$ cat src/rtl/seq_chk_pkg.sv
// +------------------------------------------------------------------+
// | seq_chk_pkg : shared types and sizing helpers for the checker     |
// | Rev 1.0                                                           |
// +------------------------------------------------------------------+
`default_nettype none

package seq_chk_pkg;

   typedef enum logic [0:0] {
      IDLE  = 1'b0,
      CHECK = 1'b1
   } state_t;

   localparam int CNT_W = 16;

   // Step index width, never narrower than one bit.
   function automatic int step_w(input int n);
      return (n <= 2) ? 1 : $clog2(n);
   endfunction

endpackage

`default_nettype wire

$ cat src/rtl/seq_chk_lane.sv
// +------------------------------------------------------------------+
// | seq_chk_lane : one "guard throughout sequence" checker channel    |
// | Optional pass/fail counters under SEQ_CHK_COUNT_EN. Rev 1.0       |
// +------------------------------------------------------------------+
`default_nettype none

module seq_chk_lane
   import seq_chk_pkg::*;
#(
   parameter int SEQ_LEN = 2,
   parameter int STEP_W  = 1
) (
   input  logic               clk,
   input  logic               rst_n,
   input  logic               start_i,
   input  logic               guard_i,
   input  logic [SEQ_LEN-1:0] ev_i,
   output logic               busy_o,
   output logic               pass_o,
   output logic               fail_o,
   output logic [STEP_W-1:0]  fail_step_o,
   output logic               fail_guard_o,
`ifdef SEQ_CHK_COUNT_EN
   output logic [CNT_W-1:0]   pass_cnt_o,
   output logic [CNT_W-1:0]   fail_cnt_o,
`endif
   output logic               overlap_o
);

   localparam logic [STEP_W-1:0] LAST_STEP = STEP_W'(SEQ_LEN - 1);

   state_t              state_q, state_d;
   logic [STEP_W-1:0]   step_q, step_d;
   logic                pass_q, pass_d;
   logic                fail_q, fail_d;
   logic                overlap_q, overlap_d;
   logic [STEP_W-1:0]   fail_step_q, fail_step_d;
   logic                fail_guard_q, fail_guard_d;

   always_comb begin
      state_d      = state_q;
      step_d       = step_q;
      pass_d       = 1'b0;
      fail_d       = 1'b0;
      overlap_d    = 1'b0;
      fail_step_d  = fail_step_q;
      fail_guard_d = fail_guard_q;
      case (state_q)
         IDLE: begin
            if (start_i) begin
               state_d = CHECK;
               step_d  = '0;
            end
         end
         CHECK: begin
            overlap_d = start_i;
            // Guard is checked first so it wins the cause report.
            if (!guard_i) begin
               fail_d       = 1'b1;
               fail_guard_d = 1'b1;
               fail_step_d  = step_q;
               state_d      = IDLE;
               step_d       = '0;
            end else if (!ev_i[step_q]) begin
               fail_d       = 1'b1;
               fail_guard_d = 1'b0;
               fail_step_d  = step_q;
               state_d      = IDLE;
               step_d       = '0;
            end else if (step_q == LAST_STEP) begin
               pass_d  = 1'b1;
               state_d = IDLE;
               step_d  = '0;
            end else begin
               step_d = step_q + 1'b1;
            end
         end
         default: begin
            state_d = IDLE;
            step_d  = '0;
         end
      endcase
   end

   always_ff @(posedge clk or negedge rst_n) begin
      if (!rst_n) begin
         state_q      <= IDLE;
         step_q       <= '0;
         pass_q       <= 1'b0;
         fail_q       <= 1'b0;
         overlap_q    <= 1'b0;
         fail_step_q  <= '0;
         fail_guard_q <= 1'b0;
      end else begin
         state_q      <= state_d;
         step_q       <= step_d;
         pass_q       <= pass_d;
         fail_q       <= fail_d;
         overlap_q    <= overlap_d;
         fail_step_q  <= fail_step_d;
         fail_guard_q <= fail_guard_d;
      end
   end

   assign busy_o       = (state_q == CHECK);
   assign pass_o       = pass_q;
   assign fail_o       = fail_q;
   assign overlap_o    = overlap_q;
   assign fail_step_o  = fail_step_q;
   assign fail_guard_o = fail_guard_q;

`ifdef SEQ_CHK_COUNT_EN
   logic [CNT_W-1:0] pass_cnt_q, pass_cnt_d;
   logic [CNT_W-1:0] fail_cnt_q, fail_cnt_d;

   // Counters step on the same edge that raises the pulse and stick at all-ones.
   always_comb begin
      pass_cnt_d = pass_cnt_q;
      fail_cnt_d = fail_cnt_q;
      if (pass_d && (pass_cnt_q != {CNT_W{1'b1}})) pass_cnt_d = pass_cnt_q + 1'b1;
      if (fail_d && (fail_cnt_q != {CNT_W{1'b1}})) fail_cnt_d = fail_cnt_q + 1'b1;
   end

   always_ff @(posedge clk or negedge rst_n) begin
      if (!rst_n) begin
         pass_cnt_q <= '0;
         fail_cnt_q <= '0;
      end else begin
         pass_cnt_q <= pass_cnt_d;
         fail_cnt_q <= fail_cnt_d;
      end
   end

   assign pass_cnt_o = pass_cnt_q;
   assign fail_cnt_o = fail_cnt_q;
`endif

endmodule

`default_nettype wire

$ cat config.mk
export PLATFORM = sky130hd
export DESIGN_NAME = seq_chk_lane
export DESIGN_NICKNAME = d
export VERILOG_FILES = /design/src/rtl/seq_chk_pkg.sv /design/src/rtl/seq_chk_lane.sv
export SDC_FILE = /design/constraint.sdc
export NUM_CORES = 1
export LEC_CHECK = 0
export ABC_AREA = 1
export BUFFER_PORTS_ARGS = -buffer_cell sky130_fd_sc_hd__buf_2
export CAP_MARGIN = 40
export CORE_AREA = 2 2 39 41
export DETAILED_ROUTE_END_ITERATION = 6
export DIE_AREA = 0 0 41 43
export SYNTH_ARGS = -nofsm -noshare
export SYNTH_HDL_FRONTEND = slang
export SYNTH_SLANG_ARGS = --single-unit
$ cat constraint.sdc
create_clock -name clk -period 0.8 [get_ports clk]
set_input_delay 0 -clock clk [delete_from_list [all_inputs] [get_ports clk]]
set_output_delay 0 -clock clk [all_outputs]
set_load 0.05 [all_outputs]
==> impl_metrics.ini, run 1 <==
[die]
core_mm2 = 0.001384
dieArea_mm2 = 0.001763
io_pins = 12
start_util_pct = 19.35
die_w_um = 41
die_h_um = 43
rows = 14

[timing]
skew_ps = 0.6105
tightest_slew_ps = 185.5
finalWorstSetupSlack_ps = -99.65
fin_hold_ws_ps = 31.27
finalSetupViolations = 5
relSlewSlack_pct = 87.52
fin_crit_sh_pct = 112.5
max_clock_freq_mhz = 1112
rsz0062_at_grt = true
fin_crit_ps = 899.6
hold_viol = 0
drv_slew = 0

[detailed_routing]
drt-wirelength-per-cell_um = 8.938
vias = 249
wl_met2_um = 278
totalWireLength_um = 581
routedLengthMet1_um = 244
top_layer = met4
drc_errors = 0
first_pass_iters = 3
postRouteAntennaNets = 0
via_per_inst = 3.831
drtIter0Drc = 1
dr_wl_met3_um = 40

[pwr]
p_leak_nw = 0.2583
vdd_ir_drop_max_mv = 0.5739
power.total_mw = 1.125
powerDensity_mw_per_mm2 = 2312

[setup_path]
worstSetupStartpointType = flip-flop
cp-end-kind = primary output
path_class = flip-flop to primary output
cp_max_fo = 7
crit_required_ps = 800
path_buf_inv = 1
cpPeakStageDelay_ps = 470
path_cells = buf_6
crit_family = flip-flops
crit_arrival_ps = 900
crit_path_top_delay_cell = dfrtp_2

[placed_design]
portBuffers = 11
post-dp-hpwl_um = 415.4
place_area_um2 = 361.6
gp_congestion = 0.7825
placed_cells = 56

[synthesis]
yosys-top-cells-count = nand2_1 (10), dfrtp_1 (7), inv_1 (4)
avgSynthCellArea_um2 = 9.917
syn_area_um2 = 267.8
synth-edff-count = 0
async_flop_share_pct = 100.0
yosys.area.top_type = dfrtp_1
yosysSeqAreaShare_pct = 65.42
yosysMostFrequentCell = nand2_1
synth_top_area_share_pct = 65.42
synthFlopType = dfrtp_1
yosysUniqueCellTypes = 9
synth_nets = 33
synthTopCellsByArea = dfrtp_1 (65%), nand2_1 (14%), inv_1 (5.6%)
yosysWarnings = 0
ys_ff_latch = 7
netlist_instances = 27

[cts]
cts_buffer_depth = 2
cts-root-buf = clkbuf_4
numCtsBuffers = 3
cts_htree_levels = 1
clkSinkCount = 7
clk_pin_slew_ps = 50
insertion_delay_ps = 250
cts_tree = yes

[outcome]
failed_checks = setup timing
status = finished, violations left

[global_routing]
grt_max_degree = 8
first_global_vias = 251
antenna_found_initial = 0
grt_first_pass_wirelength_um = 993
grt_usage_pct = 9.485
globalRouteOverflowTotal = 0

[cells_and_area]
n_antenna_cell = 0
syn2layout_area_growth_pct = 81.78
finish.utilization_pct = 35.17
final_nets = 56
final_area_um2 = 486.7
final_cells = 65
drive_above_1_share_pct = 53.06

[run]
drv_cap = 0

[worst_hold_path]
holdCritPathClass = input pin to flip-flop
area by class of cell:
class                           instances  area (um^2)
Fill cell                             148        897.1
Sequential cell                         7        176.4
Timing Repair Buffer                   18        153.9
Multi-Input combinational cell         16        95.09
Clock buffer                            4        26.28
Tap cell                               16        20.02
Inverter                                4        15.01
where the power goes:
group / switching (mW) / internal [mW] / leakage [nW] / total, mW
sequential: 0.0371 / 0.397 / 0.0892 / 0.434
clock: 0.136 / 0.191 / 0.0150 / 0.327
combinational: 0.213 / 0.151 / 0.154 / 0.364
per-layer routing:
| metal | vias to the layer above | GRT usage (%) |
|---|---|---|
| li1 | 127 | - |
| met1 | 109 | 9.804 |
| met2 | 11 | 11.56 |
| met3 | 2 | 6.283 |
| met4 | 0 | 10.00 |
| met5 | - | 0 |
path summary, 6_finish.rpt:
| kind | depth (start not counted) | from | to | slack, ps |
|---|---|---|---|---|
| max | 1 | busy_o | busy_o | -100 |
| min reg2reg | 3 | fail_guard_o | fail_guard_o | 580 |
| min in group asynchronous | 2 | rst_n | fail_guard_o | 110 |
| min | 3 | guard_i | busy_o | 30 |
| max in group asynchronous | 2 | rst_n | busy_o | 520 |
| max reg2reg | 6 | step_q | fail_step_o | -80 |
flip-flops by register name, indices dropped and copies added, names as in the netlist:
register	cells
busy_o	1
fail_guard_o	1
fail_o	1
fail_step_o	1
overlap_o	1
pass_o	1
step_q	1
cell usage in the layout (no fill, tap or decap):
cell type and instances:
o31ai_1 1, nand2_1 8, dlygate4sd3_1 2, nand4_1 1, nand3_4 1, nand2_2 3, clkbuf_4 3, buf_2 5
buf_6 7, nor3_2 1, buf_4 4, nand3_1 1, clkbuf_1 1, dfrtp_1 6, inv_2 1, dfrtp_2 1
inv_1 3
stage by stage:
step                setup slack [ps]  setup TNS, ps
finish                        -99.65         -263.4
global route                  -159.2         -695.7
CTS                           -91.90         -239.9
detailed placement            -104.4         -155.2
global placement              -78.65         -115.1
floorplan                     -143.2         -544.4
what timing repair did:
item                       CTS  global route
hold endpoints to repair    10             0
hold buffers                 2             0
setup endpoints to repair   11            12
gates resized for setup     14             3
pin swaps                    1             0
buffers inserted             2             1
cell families (layout without fill, tap and decap cells):
group	count (synthesis)	in the layout	synth area share, %
buffers and inverters	4	26	5.606
flip-flops	7	7	65.42
AND/OR/NAND/NOR	15	15	26.17
AO/OA/AOI/OAI	1	1	2.805
Note: power is estimated with default switching activity, not from simulation.
==> run 2: changes to the inputs <==
--- a/config.mk
+++ b/config.mk
@@ -5,12 +5,11 @@
 export SDC_FILE = /design/constraint.sdc
 export NUM_CORES = 1
 export LEC_CHECK = 0
-export ABC_AREA = 1
-export BUFFER_PORTS_ARGS = -buffer_cell sky130_fd_sc_hd__buf_2
 export CAP_MARGIN = 40
 export CORE_AREA = 2 2 39 41
 export DETAILED_ROUTE_END_ITERATION = 6
 export DIE_AREA = 0 0 41 43
+export DONT_BUFFER_PORTS = 1
 export SYNTH_ARGS = -nofsm -noshare
 export SYNTH_HDL_FRONTEND = slang
 export SYNTH_SLANG_ARGS = --single-unit
==> impl_metrics.ini, run 2 <==
[outcome]
failed_checks = hold timing, setup timing
status = finished, violations left

[detailed_routing]
via_per_inst = 4.067
postRouteAntennaNets = 0
drt-wirelength-per-cell_um = 10.95
totalWireLength_um = 657
vias = 244
first_pass_iters = 2
drc_errors = 0
drtIter0Drc = 1

[cells_and_area]
n_antenna_cell = 0
final_cells = 60
syn2layout_area_growth_pct = 78.54
final_common_cell = buf_6
layout_common_cells = buf_6 (7), dfrtp_1 (6), nand3_1 (4), dlygate4sd3_1 (4)
final_nets = 51
drive_above_1_share_pct = 43.18

[setup_path]
cp-endpoint = fail_guard_o
r2r_start = step_q
worst_r2r_endpoint = fail_guard_o
critPathLaunch = step_q
crit_required_ps = 940
worstSetupStartpointType = flip-flop
cp_max_fo = 2
path_class = flip-flop to flip-flop
cp-end-kind = flip-flop
r2r_cells = 3
rrSetupSlack_ps = -200
crit_arrival_ps = 1140

[synthesis]
yosys.area.top_type = dfrtp_1
yosys-top-cells-count = dfrtp_1 (7), nand3_1 (4), nand2_1 (3), nor2_1 (2), o21ai_1 (2)
synth_top_area_share_pct = 63.93
synthFlopType = dfrtp_1
async_flop_share_pct = 100.0
synthXorXnorAreaFrac_pct = 0
yosysSeqAreaShare_pct = 63.93
syn_area_um2 = 274.0
synth-edff-count = 0
yosysUniqueCellTypes = 12
netlist_instances = 25
ys_ff_latch = 7
synthTopCellsByArea = dfrtp_1 (64%), nand3_1 (7.3%), mux2_4 (5.5%)
synth_top_family_by_area = simple AND/OR/NAND/NOR gates
yosysMostFrequentCell = dfrtp_1
yosys.area_share.adder_pct = 0
yosysWarnings = 0
synth_compound_area_share_pct = 10.50
avgSynthCellArea_um2 = 10.96
synthSimpleGateAreaFrac_pct = 17.35
synth_nets = 31
synthMuxAreaShare_pct = 5.479

[cts]
cts_tree = yes
clkSinkCount = 7
insertion_delay_ps = 250
cts_buffer_depth = 2
holdBufCountCts = 4
numCtsBuffers = 3
cts-root-buf = clkbuf_4
cts_htree_levels = 1
clk_pin_slew_ps = 60

[die]
die_w_um = 41
start_util_pct = 19.80
die_h_um = 43
core_mm2 = 0.001384
rows = 14
dieArea_mm2 = 0.001763
io_pins = 12

[placed_design]
pre_cts_ws_ps = -194.8
placed_cells = 49
post-dp-hpwl_um = 446.3
gp_congestion = 0.7792
portBuffers = 0

[global_routing]
antenna_found_initial = 0
first_global_vias = 228
grt_usage_pct = 9.677
grt_first_pass_wirelength_mm = 1.021
grt_max_degree = 8
globalRouteOverflowTotal = 0

[timing]
hold_viol = 5
finalSetupViolations = 6
drv_slew = 0
relSlewSlack_pct = 76.73
rsz0062_at_grt = true
skew_ps = 2.976
finalWorstSetupSlack_ps = -198.6
max_clock_freq_mhz = 1001
fin_hold_ws_ps = -174.8
tightest_slew_ps = 347.9
fin_crit_ps = 998.6
fin_crit_sh_pct = 124.8

[run]
drv_cap = 0

[pwr]
vdd_ir_drop_max_mv = 0.8553
p_leak_nw = 0.2313
powerDensity_mw_per_mm2 = 2552

[worst_hold_path]
holdCritPathClass = input pin to flip-flop
-- run 2: per-stage QoR --
stage               util, %  setup TNS (ps)  power, mW  instance area, um^2
finish                35.35          -759.1      1.248                489.2
global route          35.35          -985.0      1.325                489.2
CTS                   32.55          -781.7      1.201                450.4
detailed placement    25.68          -586.7     0.7814                355.3
global placement      25.68          -489.0     0.7777                355.3
floorplan                 -          -673.8     0.6747                275.3
-- run 2: worst max-delay path, cell delays in order (launching register included) --
cell	delay, ps
dfrtp_1	400
mux2_4	320
o21ai_2	100
o21ai_1	70
-- run 2: worst min-delay path by stage --
stage / to / from / cells after the start / slack (ps)
after global routing: fail_o / guard_i / 1 / -200
final: fail_o / guard_i / 1 / -170
after floorplan: busy_o / rst_n / 0 / -300
after global placement: pass_o / rst_n / 0 / -300
after detailed placement: overlap_o / rst_n / 0 / -300
after CTS: fail_o / guard_i / 1 / -180
-- run 2: logic make-up (layout without fill, tap and decap cells) --
family,count (synthesis),after routing
AO/OA/AOI/OAI,5,5
flip-flops,7,7
multiplexers,1,1
AND/OR/NAND/NOR,10,10
buffers and inverters,2,21
-- run 2: routing by layer --
metal	vias to the layer above	part of all wire [%]	global-route usage (%)
li1	124	-	-
met4	0	0	8.000
met3	0	7.5	6.806
met2	8	49	11.25
met5	-	0	0
met1	112	44	11.40
-- run 2: final cells by class --
class	count	area [um^2]
tap	16	20.02
fill	147	894.6
timing repair buffer	15	156.4
sequential	7	176.4
inverter	2	15.01
multi-input combinational	16	95.09
clock buffer	4	26.28
-- run 2: power by group --
| part | internal, mW | switching (mW) |
|---|---|---|
| sequential | 0.405 | 0.0333 |
| clock | 0.191 | 0.139 |
| combinational | 0.210 | 0.271 |
-- run 2: timing repair --
action,in CTS,in global routing
setup endpoints to repair,8,12
endpoints found under the hold margin,14,5
setup buffers,2,1
pin swaps,0,1
gates resized for setup,4,9
